==> src/rtl/text_window_renderer_pkg.sv <==
// ---------------------------------------------------------------------------
// text_pkg
//   Shared types and constants for the text window renderer: glyph cell
//   geometry, the character code type, the buffer-maintenance FSM states and
//   a window-span helper used by the beam geometry logic.
// ---------------------------------------------------------------------------
package text_pkg;

  localparam int CELL_PX = 8;   // glyph cell pitch in glyph dots (5 lit + 3 gap)
  localparam int GLYPH_W = 5;   // lit columns per cell; columns 5..7 are spacing

  typedef logic [7:0] char_t;

  localparam char_t FILL_DEFAULT = 8'd32;  // ASCII space

  typedef enum logic {
    CLEAR = 1'b0,
    IDLE  = 1'b1
  } txt_state_t;

  // True when pos lies in [lo, lo+len). Done in int so a window that ends
  // past the 10-bit beam range still compares correctly.
  function automatic logic in_span(input logic [9:0] pos, input int lo, input int len);
    return (int'(pos) >= lo) && (int'(pos) < (lo + len));
  endfunction

endpackage

==> src/rtl/text_window_renderer_buffer.sv <==
// ---------------------------------------------------------------------------
// text_buffer_dp
//   Character buffer: one write port, one registered read port.
//   A read and a write of the same cell on the same edge return the old
//   contents; the new value is seen from the next read.
// Ports:
//   clk, rst_n   clock, async active-low reset (read register only)
//   i_we         write enable
//   i_waddr      write cell index
//   i_wdata      character written
//   i_raddr      read cell index
//   o_rdata      registered read data
// ---------------------------------------------------------------------------
module text_buffer_dp
  import text_pkg::*;
#(
  parameter int DEPTH  = 128,
  parameter int ADDR_W = 7
) (
  input  logic              clk,
  input  logic              rst_n,
  input  logic              i_we,
  input  logic [ADDR_W-1:0] i_waddr,
  input  char_t             i_wdata,
  input  logic [ADDR_W-1:0] i_raddr,
  output char_t             o_rdata
);

  char_t r_mem [DEPTH];
  char_t r_rdata;

  // Storage array: no reset, contents are defined by the clear sequence.
  always_ff @(posedge clk) begin
    if (i_we) begin
      r_mem[i_waddr] <= i_wdata;
    end
  end

  // Read register: samples the array before this edge's write lands.
  always_ff @(posedge clk or negedge rst_n) begin
    if (!rst_n) begin
      r_rdata <= 8'd0;
    end else begin
      r_rdata <= r_mem[i_raddr];
    end
  end

  assign o_rdata = r_rdata;

endmodule

==> src/rtl/text_window_renderer.sv <==
// ---------------------------------------------------------------------------
// text_window_renderer
//   Renders a COLS x ROWS character window on a VGA beam. Owns the character
//   buffer (valid/ready write port plus a FILL_CHAR clear sequence), drives
//   glyph lookups to an external combinational 5x8 glyph ROM and returns a
//   registered text-pixel stream with delayed de/hsync/vsync.
//
//   Alignment: beam inputs are registered (stage 1), the buffer read and the
//   glyph coordinates are registered (stage 2, visible on glyph_* two clocks
//   after the beam), and the ROM answer is captured in the output register
//   one clock later. de_o/hsync_o/vsync_o follow the same path so they stay
//   aligned with pix_on.
// Ports:
//   clk, rst_n            clock, async active-low reset
//   hc, vc, de_i,
//   hsync_i, vsync_i      beam position and timing from the VGA generator
//   wr_valid/wr_ready,
//   wr_addr, wr_data      buffer write handshake (cell = row*COLS+col)
//   clr, busy             start / progress of the FILL_CHAR clear
//   glyph_sel/x/y         lookup to the glyph ROM
//   glyph_pixel           ROM answer (combinational)
//   pix_on, de_o,
//   hsync_o, vsync_o      aligned output stream to the colour mux
// ---------------------------------------------------------------------------
module text_window_renderer
  import text_pkg::*;
#(
  parameter int    COLS       = 32,
  parameter int    ROWS       = 4,
  parameter int    X0         = 0,
  parameter int    Y0         = 0,
  parameter int    SCALE_LOG2 = 1,
  parameter char_t FILL_CHAR  = FILL_DEFAULT
) (
  input  logic                          clk,
  input  logic                          rst_n,
  input  logic [9:0]                    hc,
  input  logic [9:0]                    vc,
  input  logic                          de_i,
  input  logic                          hsync_i,
  input  logic                          vsync_i,
  input  logic                          wr_valid,
  output logic                          wr_ready,
  input  logic [$clog2(COLS*ROWS)-1:0]  wr_addr,
  input  logic [7:0]                    wr_data,
  input  logic                          clr,
  output logic                          busy,
  output logic [7:0]                    glyph_sel,
  output logic [2:0]                    glyph_x,
  output logic [2:0]                    glyph_y,
  input  logic                          glyph_pixel,
  output logic                          pix_on,
  output logic                          de_o,
  output logic                          hsync_o,
  output logic                          vsync_o
);

  localparam int N      = COLS * ROWS;
  localparam int ADDR_W = $clog2(N);
  localparam int SH     = $clog2(CELL_PX) + SCALE_LOG2;  // beam px -> cell index
  localparam int WIN_W  = COLS * (CELL_PX << SCALE_LOG2);
  localparam int WIN_H  = ROWS * (CELL_PX << SCALE_LOG2);

  localparam logic [9:0]        X0_V = 10'(X0);
  localparam logic [9:0]        Y0_V = 10'(Y0);
  localparam logic [ADDR_W-1:0] LAST = ADDR_W'(N - 1);

  // ---------------- buffer maintenance FSM ----------------
  txt_state_t        r_state, w_state_nxt;
  logic [ADDR_W-1:0] r_ptr, w_ptr_nxt;
  logic              r_busy, r_ready;

  // Next-state logic: clear walks every cell once; clr restarts it anywhere.
  always_comb begin
    w_state_nxt = r_state;
    w_ptr_nxt   = r_ptr;
    case (r_state)
      CLEAR: begin
        if (clr) begin
          w_ptr_nxt = {ADDR_W{1'b0}};
        end else if (r_ptr == LAST) begin
          w_state_nxt = IDLE;
          w_ptr_nxt   = {ADDR_W{1'b0}};
        end else begin
          w_ptr_nxt = r_ptr + ADDR_W'(1);
        end
      end
      IDLE: begin
        if (clr) begin
          w_state_nxt = CLEAR;
          w_ptr_nxt   = {ADDR_W{1'b0}};
        end else begin
          w_ptr_nxt = r_ptr;
        end
      end
      default: begin
        w_state_nxt = CLEAR;
        w_ptr_nxt   = {ADDR_W{1'b0}};
      end
    endcase
  end

  // State register; busy/ready are decoded from the next state so they are flops.
  always_ff @(posedge clk or negedge rst_n) begin
    if (!rst_n) begin
      r_state <= CLEAR;
      r_ptr   <= {ADDR_W{1'b0}};
      r_busy  <= 1'b1;
      r_ready <= 1'b0;
    end else begin
      r_state <= w_state_nxt;
      r_ptr   <= w_ptr_nxt;
      r_busy  <= (w_state_nxt == CLEAR);
      r_ready <= (w_state_nxt == IDLE);
    end
  end

  assign busy     = r_busy;
  assign wr_ready = r_ready;

  // ---------------- buffer write port ----------------
  logic              w_addr_ok, w_we;
  logic [ADDR_W-1:0] w_waddr;
  char_t             w_wdata;

  // Clear owns the write port; an out-of-range host write handshakes but is dropped.
  always_comb begin
    w_addr_ok = (32'(wr_addr) < N);
    if (r_state == CLEAR) begin
      w_we    = 1'b1;
      w_waddr = r_ptr;
      w_wdata = FILL_CHAR;
    end else begin
      w_we    = wr_valid & r_ready & w_addr_ok;
      w_waddr = wr_addr;
      w_wdata = wr_data;
    end
  end

  // ---------------- beam geometry ----------------
  logic [9:0]        w_dx, w_dy, w_col, w_row;
  logic [2:0]        w_gx, w_gy;
  logic              w_in;
  logic [ADDR_W-1:0] w_raddr;

  // Cell index and glyph dot under the beam; address forced to 0 outside.
  always_comb begin
    w_dx    = hc - X0_V;
    w_dy    = vc - Y0_V;
    w_in    = in_span(hc, X0, WIN_W) && in_span(vc, Y0, WIN_H);
    w_col   = w_dx >> SH;
    w_row   = w_dy >> SH;
    w_gx    = 3'(w_dx >> SCALE_LOG2);
    w_gy    = 3'(w_dy >> SCALE_LOG2);
    w_raddr = w_in ? (ADDR_W'(w_row) * ADDR_W'(COLS) + ADDR_W'(w_col))
                   : {ADDR_W{1'b0}};
  end

  // ---------------- pipeline ----------------
  logic [ADDR_W-1:0] r_s1_addr;
  logic [2:0]        r_s1_gx, r_s1_gy, r_s2_gx, r_s2_gy;
  logic              r_s1_in, r_s1_de, r_s1_hs, r_s1_vs;
  logic              r_s2_in, r_s2_de, r_s2_hs, r_s2_vs;
  logic              r_pix, r_de, r_hs, r_vs;
  char_t             w_rdata;

  text_buffer_dp #(
    .DEPTH  (N),
    .ADDR_W (ADDR_W)
  ) u_buf (
    .clk     (clk),
    .rst_n   (rst_n),
    .i_we    (w_we),
    .i_waddr (w_waddr),
    .i_wdata (w_wdata),
    .i_raddr (r_s1_addr),
    .o_rdata (w_rdata)
  );

  // Stages 1 and 2: beam side data travels alongside the buffer read.
  always_ff @(posedge clk or negedge rst_n) begin
    if (!rst_n) begin
      r_s1_addr <= {ADDR_W{1'b0}};
      r_s1_gx   <= 3'd0;
      r_s1_gy   <= 3'd0;
      r_s1_in   <= 1'b0;
      r_s1_de   <= 1'b0;
      r_s1_hs   <= 1'b0;
      r_s1_vs   <= 1'b0;
      r_s2_gx   <= 3'd0;
      r_s2_gy   <= 3'd0;
      r_s2_in   <= 1'b0;
      r_s2_de   <= 1'b0;
      r_s2_hs   <= 1'b0;
      r_s2_vs   <= 1'b0;
    end else begin
      r_s1_addr <= w_raddr;
      r_s1_gx   <= w_gx;
      r_s1_gy   <= w_gy;
      r_s1_in   <= w_in;
      r_s1_de   <= de_i;
      r_s1_hs   <= hsync_i;
      r_s1_vs   <= vsync_i;
      r_s2_gx   <= r_s1_gx;
      r_s2_gy   <= r_s1_gy;
      r_s2_in   <= r_s1_in;
      r_s2_de   <= r_s1_de;
      r_s2_hs   <= r_s1_hs;
      r_s2_vs   <= r_s1_vs;
    end
  end

  // Output register: capture the ROM answer; gap columns and clearing are dark.
  always_ff @(posedge clk or negedge rst_n) begin
    if (!rst_n) begin
      r_pix <= 1'b0;
      r_de  <= 1'b0;
      r_hs  <= 1'b0;
      r_vs  <= 1'b0;
    end else begin
      r_pix <= glyph_pixel & r_s2_in & r_s2_de & (r_s2_gx < 3'(GLYPH_W)) & ~r_busy;
      r_de  <= r_s2_de;
      r_hs  <= r_s2_hs;
      r_vs  <= r_s2_vs;
    end
  end

  assign glyph_sel = w_rdata;
  assign glyph_x   = r_s2_gx;
  assign glyph_y   = r_s2_gy;
  assign pix_on    = r_pix;
  assign de_o      = r_de;
  assign hsync_o   = r_hs;
  assign vsync_o   = r_vs;

endmodule
==> config.mk <==
export PLATFORM = sky130hd
export DESIGN_NAME = text_window_renderer
export DESIGN_NICKNAME = d
export VERILOG_FILES = /design/src/rtl/text_window_renderer_pkg.sv /design/src/rtl/text_window_renderer_buffer.sv /design/src/rtl/text_window_renderer.sv
export SDC_FILE = /design/constraint.sdc
export NUM_CORES = 1
export LEC_CHECK = 0
export CAP_MARGIN = 20
export CORE_MARGIN = 3
export CORE_UTILIZATION = 50
export DETAILED_ROUTE_END_ITERATION = 8
export HOLD_SLACK_MARGIN = 0.03
export PLACE_DENSITY = 0.66
export SLEW_MARGIN = 20
export SYNTH_ARGS = -nofsm -noshare
export SYNTH_HDL_FRONTEND = slang
export SYNTH_SLANG_ARGS = --single-unit
==> constraint.sdc <==
create_clock -name clk -period 7.1 [get_ports clk]
set_input_delay 1.42 -clock clk [delete_from_list [all_inputs] [get_ports clk]]
set_output_delay 1.42 -clock clk [all_outputs]
set_load 0.03 [all_outputs]
==> summary.md, run 1 <==
| Metric | Value |
|---|---|
| Clock transition at the registers of the reported paths | 0.06 ns |
| Tightest Pin Transition | 1.10 ns |
| Crit path launch type | input pin |
| Reg2reg setup slack | 3.23 ns |
| Worst hold stages | 0 |
| Setup bufs post-CTS | 0 |
| HP Class | reg2reg |
| Wire per inst | 29.3 um |
| Power density over cell area | 272 nW/um^2 |
| Area of the multi-input gates | roughly 8800 sq um |
| Uppermost layer routed | met4 |
| Via density | ~6.1 |
| Clock latency on the worst-skew pair | approximately 0.66 ns |
| I/O Buffers | 60 |
| DRC viols | 0 |
| RSZ-0062 raised after global routing | false |
| Post-Syn Area | approximately 40,000 sq um |
| Final Hold Fails | 0 |
| First-pass GRT wire length | around 130 mm |
| Row count | 104 |
| Worst-path cell chain | clkdlybuf4s50_1 -> nand2b_1 -> o32ai_1 -> nand3_1 -> buf_4 -> nor2_1 |
| Synth cell types | 37 |
| Leakage power | approximately 15 nW |
| Sequential cell area | 32,000 sq um |
| Largest net degree at the start of global routing | ~160 |
| Fin. max-slew vios | 0 |
| CP top delay family | simple AND/OR/NAND/NOR gates |
| Worst r2r src | r_s1_addr[0] |
| Worst Hold Endpoint | r_s2_in |
| Clk root buf | clkbuf_16 |
| Worst hold slack | roughly 0.35 ns |
| DRT iter0 DRCs | 2,086 |
| TritonCTS Buffers | between 100 and 150 |
| VDD IR max | ~0.22 mV |
| Hold Crit Start | r_s1_in |
| GRT Residual Overflow | 0 |
| Final setup viols | 0 |
| Critical path data arrival time | 4.25 ns |
| Total of flip-flops plus latches after synthesis | about 1,100 |
| Ys flop type | edfxtp_1 |
| Post-Syn Instances | 1,752 |
| EDFF count, synth | between 1,000 and 1,500 |
| Setup TNS | 0 ns |
| Status | complete, no violations |
| Clock buffer depth | 3 |
| Adder-cell share of the synthesized area | less than 1% |
| Clk_skew | 0.0350 ns |
| CTS tree | yes |
| DR vias | around 18,000 |
| Most common cell after layout, fill and taps aside | edfxtp_1 |
| Register area share after synthesis | between 70% and 80% |
| Syn Area/Cell | 23.5 sq um |
| CP max stage delay | 0.77 ns |
| Area Growth Syn to Fin | 13.1% |
| H-tree depth | 3 |
| Die width | about 300 um |
| Post-layout util | 57.5% |
| Largest family of logic cells by synthesized area | multiplexers |
| Final Total Pwr | 12.7 mW |
| Initial Utilization | 50.8% |
| Die area | 85,900 sq um |
| Final cell count without fillers | between 3,000 and 4,000 |
| Post-synthesis mux area share | between 10% and 20% |
| Hold_buf cts | 0 |
| Fill cells | ~5,700 |
| Required @ worst endpoint | roughly 7.4 ns |
| Placed insts | 2,809 |
| M1 WL | between 30 and 40 mm |
| Chip height | around 300 um |
| Top achievable clock speed | 251 MHz |
| Routability cong. | 0.822 |
| Fin crit share | a little under three fifths |
| Placed Area | roughly 43,000 sq um |
| # resized after CTS | 0 |
| Worst R2R End | u_buf.o_rdata[3] |
| DR WL met3 | about 7.6 mm |
| R2R cell count | 5 |
| Setup CP Type | in2reg |
| Post-DP HPWL | around 53 mm |
| Syn_nets | 1,797 |
| DR pass1 iterations | 7 |
| Crit path capture type | register |
| Most frequent cells in the layout | 1,024 x edfxtp_1, 336 x mux4_2, 135 x nor2_1 |
| Post-route minimum period | around 4 ns |
| Slew HR | a little over a quarter |
| Ys Warns | 0 |
| NumNets Final | ~1,900 |
| Ant. Diodes | 0 |
| Max Cap Viol | 0 |
| Synth Area in Simple Gates | under 10% |
| Share of cells above drive strength 1 | around 29% |
| Vias in the first global route | between 15,000 and 20,000 |
| Global Route Usage Sum | between 20% and 30% |
| Slowest cell on crit path | nand3_1 |
| Worst Path Max Fanout | 8 |
| I/O Pins | 63 |
| Setup WS post-layout | around 3.1 ns |
| Post-Synth XOR/XNOR Area | less than 1% |
| Antenna Nets Post-Route | 0 |
| Place WS | 2.60 ns |
| Post-synth ARST share | ~4.5% |
| DR WL met2 | roughly 43 mm |
| Initial antenna violation count | 5 |
| Final Instance Area | roughly 47,000 sq um |
| Clock sink count | 1,072 |
| Total core area | about 80,000 sq um |
| Compound-Gate Fraction of Synth Area | 0.395% |
| Worst Path Buf+Inv | 2 |
| Total Wirelength | slightly below 90 mm |
## cell families after synthesis
kind of cell | Yosys count
buffers and inverters | 99
DFF | 1072
muxes | 348
adders and majority gates | 2
and+or+nand+nor | 204
xor gates and xnor gates | 4
AOI/OAI and AO/OA | 23
## worst reg2reg max path, stage by stage (launching register included)
cell and delay (ns):
dfrtp_4 0.86, buf_12 0.61, mux4_2 0.77, mux4_2 0.59, mux4_2 0.59, mux2_2 0.34
## per-layer routing
layer	GRT usage, %	vias up
met5	0	-
met4	5.75	0
met3	4.85	125
met2	33.1	812
met1	29.8	9913
li1	-	7634
## area by class of cell
| type | instances | share of cell area, % |
|---|---|---|
| clock buffers | 133 | 6.18 |
| well taps | 1060 | 2.85 |
| repair buffers | 89 | 1.90 |
| multi-input cells | 581 | 19.0 |
| flip-flops and latches | 1072 | 68.6 |
| inverters | 8 | 0.0645 |
| clock inverters | 68 | 1.39 |
## registers in the layout (all words and copies together), names as in the netlist, 3 cells and up
| signal | cells |
|---|---|
| glyph_y | 3 |
| u_buf.r_mem | 1024 |
| r_s1_gx | 3 |
| u_buf.o_rdata | 8 |
| glyph_x | 3 |
| r_ptr | 7 |
| r_s1_gy | 3 |
| r_s1_addr | 7 |
## Yosys cell counts, types with 6 or more instances
cell,n,area [sq um]
edfxtp_1,1024,30700
nand2_1,26,97.6
o32ai_1,7,61.3
inv_1,8,30.0
and2_1,13,81.3
o21ai_0,6,30.0
buf_1,20,75.1
mux4_2,336,7570
buf_4,9,67.6
buf_2,17,85.1
clkbuf_1,44,165
mux2_2,10,113
nand2b_1,9,56.3
nand3_1,9,45.0
dfrtp_1,47,1180
nor2_1,135,507
## power by group
part,leakage (nW),switching [mW],internal [mW]
clock network,1.74,2.36,3.22
registers,10.3,0.0160,6.85
logic,2.47,0.139,0.101
total,14.5,2.51,10.2
## worst max-delay path by stage
stage	start	endpoint	slack, ns	cells past startpoint
floorplan	wr_data[5]	u_buf.r_mem[0][5]	3.39	1
global placement	wr_addr[1]	u_buf.r_mem[68][3]	2.56	6
detailed placement	wr_addr[1]	u_buf.r_mem[116][4]	2.60	6
CTS	r_s1_addr[0]	u_buf.o_rdata[3]	3.15	5
global route	r_s1_addr[0]	u_buf.o_rdata[3]	3.01	5
finish	wr_addr[1]	u_buf.r_mem[116][1]	3.11	6
(Power assumes the default switching activity.)
==> inputs of run 2 (changes only) <==
PLACE_DENSITY = 0.69   (was 0.66)
clock period = 3.3 ns   (was 7.1 ns; I/O delays follow)
==> summary.md, run 2 (synthesis gave the netlist of run 1 again) <==
| Metric | Value |
|---|---|
| Worst-path cell chain | clkdlybuf4s50_1 |
| Total core area | 81,100 sq um (unchanged) |
| Most common cell after layout, fill and taps aside | edfxtp_1 |
| RSZ-0062 raised after global routing | false |
| Required @ worst endpoint | 2.64 ns (-4.72 ns) |
| I/O Buffers | 60 (unchanged) |
| H-tree depth | 3 (unchanged) |
| Final Total Pwr | 26.6 mW (+110%) |
| Row count | 104 (unchanged) |
| Global Route Usage Sum | 21.5% (+0.57 points) |
| Area Growth Syn to Fin | 16.6% |
| Status | complete, no violations |
| Tightest Pin Transition | 0.899 ns (-0.197 ns) |
| Worst Path Max Fanout | 23 (+15) |
| Die area | 85,900 sq um (unchanged) |
| Post-DP HPWL | 56.5 mm (+6.5%) |
| Slowest cell on crit path | dfrtp_1 |
| Antenna Nets Post-Route | 0 (unchanged) |
| Worst hold slack | 0.348 ns (+0.000348 ns) |
| Clk root buf | clkbuf_16 |
| Initial Utilization | 50.8% (unchanged) |
| Most frequent cells in the layout | 1,024 x edfxtp_1, 336 x mux4_2, 199 x buf_4 |
| DR pass1 iterations | 5 (-2) |
| Max reg flops | 1,024 (unchanged) |
| Vias in the first global route | 19,700 (+3.4%) |
| DRT iter0 DRCs | 2,117 (+1.5%) |
| DR vias | 19,100 (+3.2%) |
| CP max stage delay | 0.90 ns (+0.13 ns) |
| Max Cap Viol | 0 (unchanged) |
| HP Class | reg2reg |
| Setup TNS | 0 ns (unchanged) |
| Initial antenna violation count | 3 (-2) |
| Final setup viols | 0 (unchanged) |
| CP top delay family | flip-flops |
| First-pass GRT wire length | 133 mm (+2.5%) |
| Die width | 293 um (unchanged) |
| Clock sink count | 1,072 (unchanged) |
| Wire per inst | 28.2 um (-3.9%) |
| Final Hold Fails | 0 (unchanged) |
| NumNets Final | 2,099 (+10%) |
| CTS tree | yes |
| TritonCTS Buffers | 104 (-1.9%) |
| Clk_skew | 0.0170 ns (-0.0180 ns) |
| Via density | 5.96 (-2.8%) |
| Fin. max-slew vios | 0 (unchanged) |
| GRT Residual Overflow | 0 (unchanged) |
| I/O Pins | 63 (unchanged) |
| Critical path data arrival time | 2.40 ns (-1.85 ns) |
| Slew HR | 39.4% (+12 points) |
| Clock transition at the registers of the reported paths | 0.06 ns (about the same) |
| Setup bufs post-CTS | 0 (unchanged) |
| Routability cong. | 0.815 (-0.85%) |
| Share of cells above drive strength 1 | 34.0% (+5.2 points) |
| Worst Path Buf+Inv | 1 (-1) |
| DRC viols | 0 (unchanged) |
| Clock buffer depth | 3 (unchanged) |
| Post-route minimum period | a little over 3 ns |
| Top achievable clock speed | roughly 330 MHz |
| Power density over cell area | 553 nW/um^2 (+100%) |
| VDD IR max | 0.392 mV (+76%) |
| Leakage power | 15.5 nW (+6.6%) |
| Largest net degree at the start of global routing | 129 (-17%) |
| Clock latency on the worst-skew pair | 0.67 ns (about the same) |
| Crit path capture type | output pin |
| Chip height | 293 um (unchanged) |
| Setup CP Type | reg2out |
| Crit path launch type | register |
| Total Wirelength | 90.2 mm (+2.1%) |
| Fin crit share | between 90% and 100% |
| Most flops, register | u_buf.r_mem |
==> run 2: cell types whose count changed in the layout (fill, tap and decap cells not counted), moves of 3 or more <==
cell        change
clkinvlp_4      -3
clkinv_2       -10
clkbuf_1        +3
clkbuf_16       -5
clkinv_1       +11
clkbuf_8        -6
buf_4         +175
clkinv_8        +3
buf_12         +23
==> run 2: area by class of cell <==
class	instances	area (sq um)
clock buffer	125	2680
timing repair buffer	287	2640
tap	1060	1330
clock inverter	63	564
fill	5579	33000
antenna	1	2.50
inverter	8	30.0
sequential	1072	32000
multi-input combinational	581	8830
==> run 2: through the flow <==
step | util [%] | cells | cell area [sq um] | setup WS, ns
finish | 59.3 | 3197 | 48000 | 0.242
CTS | 59.2 | 3196 | 48000 | 0.245
floorplan | - | 1752 | 41200 | 0.490
detailed placement | 55.2 | 3007 | 44800 | 0.250
global route | 59.2 | 3196 | 48000 | 0.175
global placement | 55.2 | 3007 | 44800 | 0.267
==> run 2: power by group <==
part	internal [mW]	switching [mW]
Combinational	0.246	0.312
Clock	6.35	4.89
Sequential	14.7	0.0324
Total	21.3	5.23
==> run 2: worst register-to-register path, cell delays in order (launching register included) <==
cell,delay (ns)
dfrtp_4,0.47
buf_12,0.22
buf_12,0.26
mux4_2,0.55
mux4_2,0.55
mux4_2,0.60
mux2_2,0.29
==> run 2: per-layer routing <==
| layer | routed length, um | global-route usage [%] | vias up |
|---|---|---|---|
| li1 | - | - | 8002 |
| met1 | 35400 | 29.4 | 10200 |
| met2 | 44900 | 35.0 | 773 |
| met3 | 7830 | 5.54 | 112 |
| met4 | 2030 | 5.70 | 0 |
| met5 | 0 | 0 | - |
==> run 2: repair_timing <==
action / in CTS / in global routing
gates resized for setup: 0 / 0
hold buffers: 1 / 0
hold endpoints to repair: 23 / 0
==> run 2: final timing paths <==
kind	end	cells past startpoint	slack [ns]	start
max in group asynchronous	busy	3	1.91	rst_n
min	glyph_x[1]	0	0.35	r_s1_gx[1]
max reg2reg	u_buf.o_rdata[6]	6	0.26	r_s1_addr[0]
min in group asynchronous	r_s1_vs	2	0.54	rst_n
max	wr_ready	1	0.24	wr_ready
min reg2reg	glyph_x[1]	0	0.35	r_s1_gx[1]
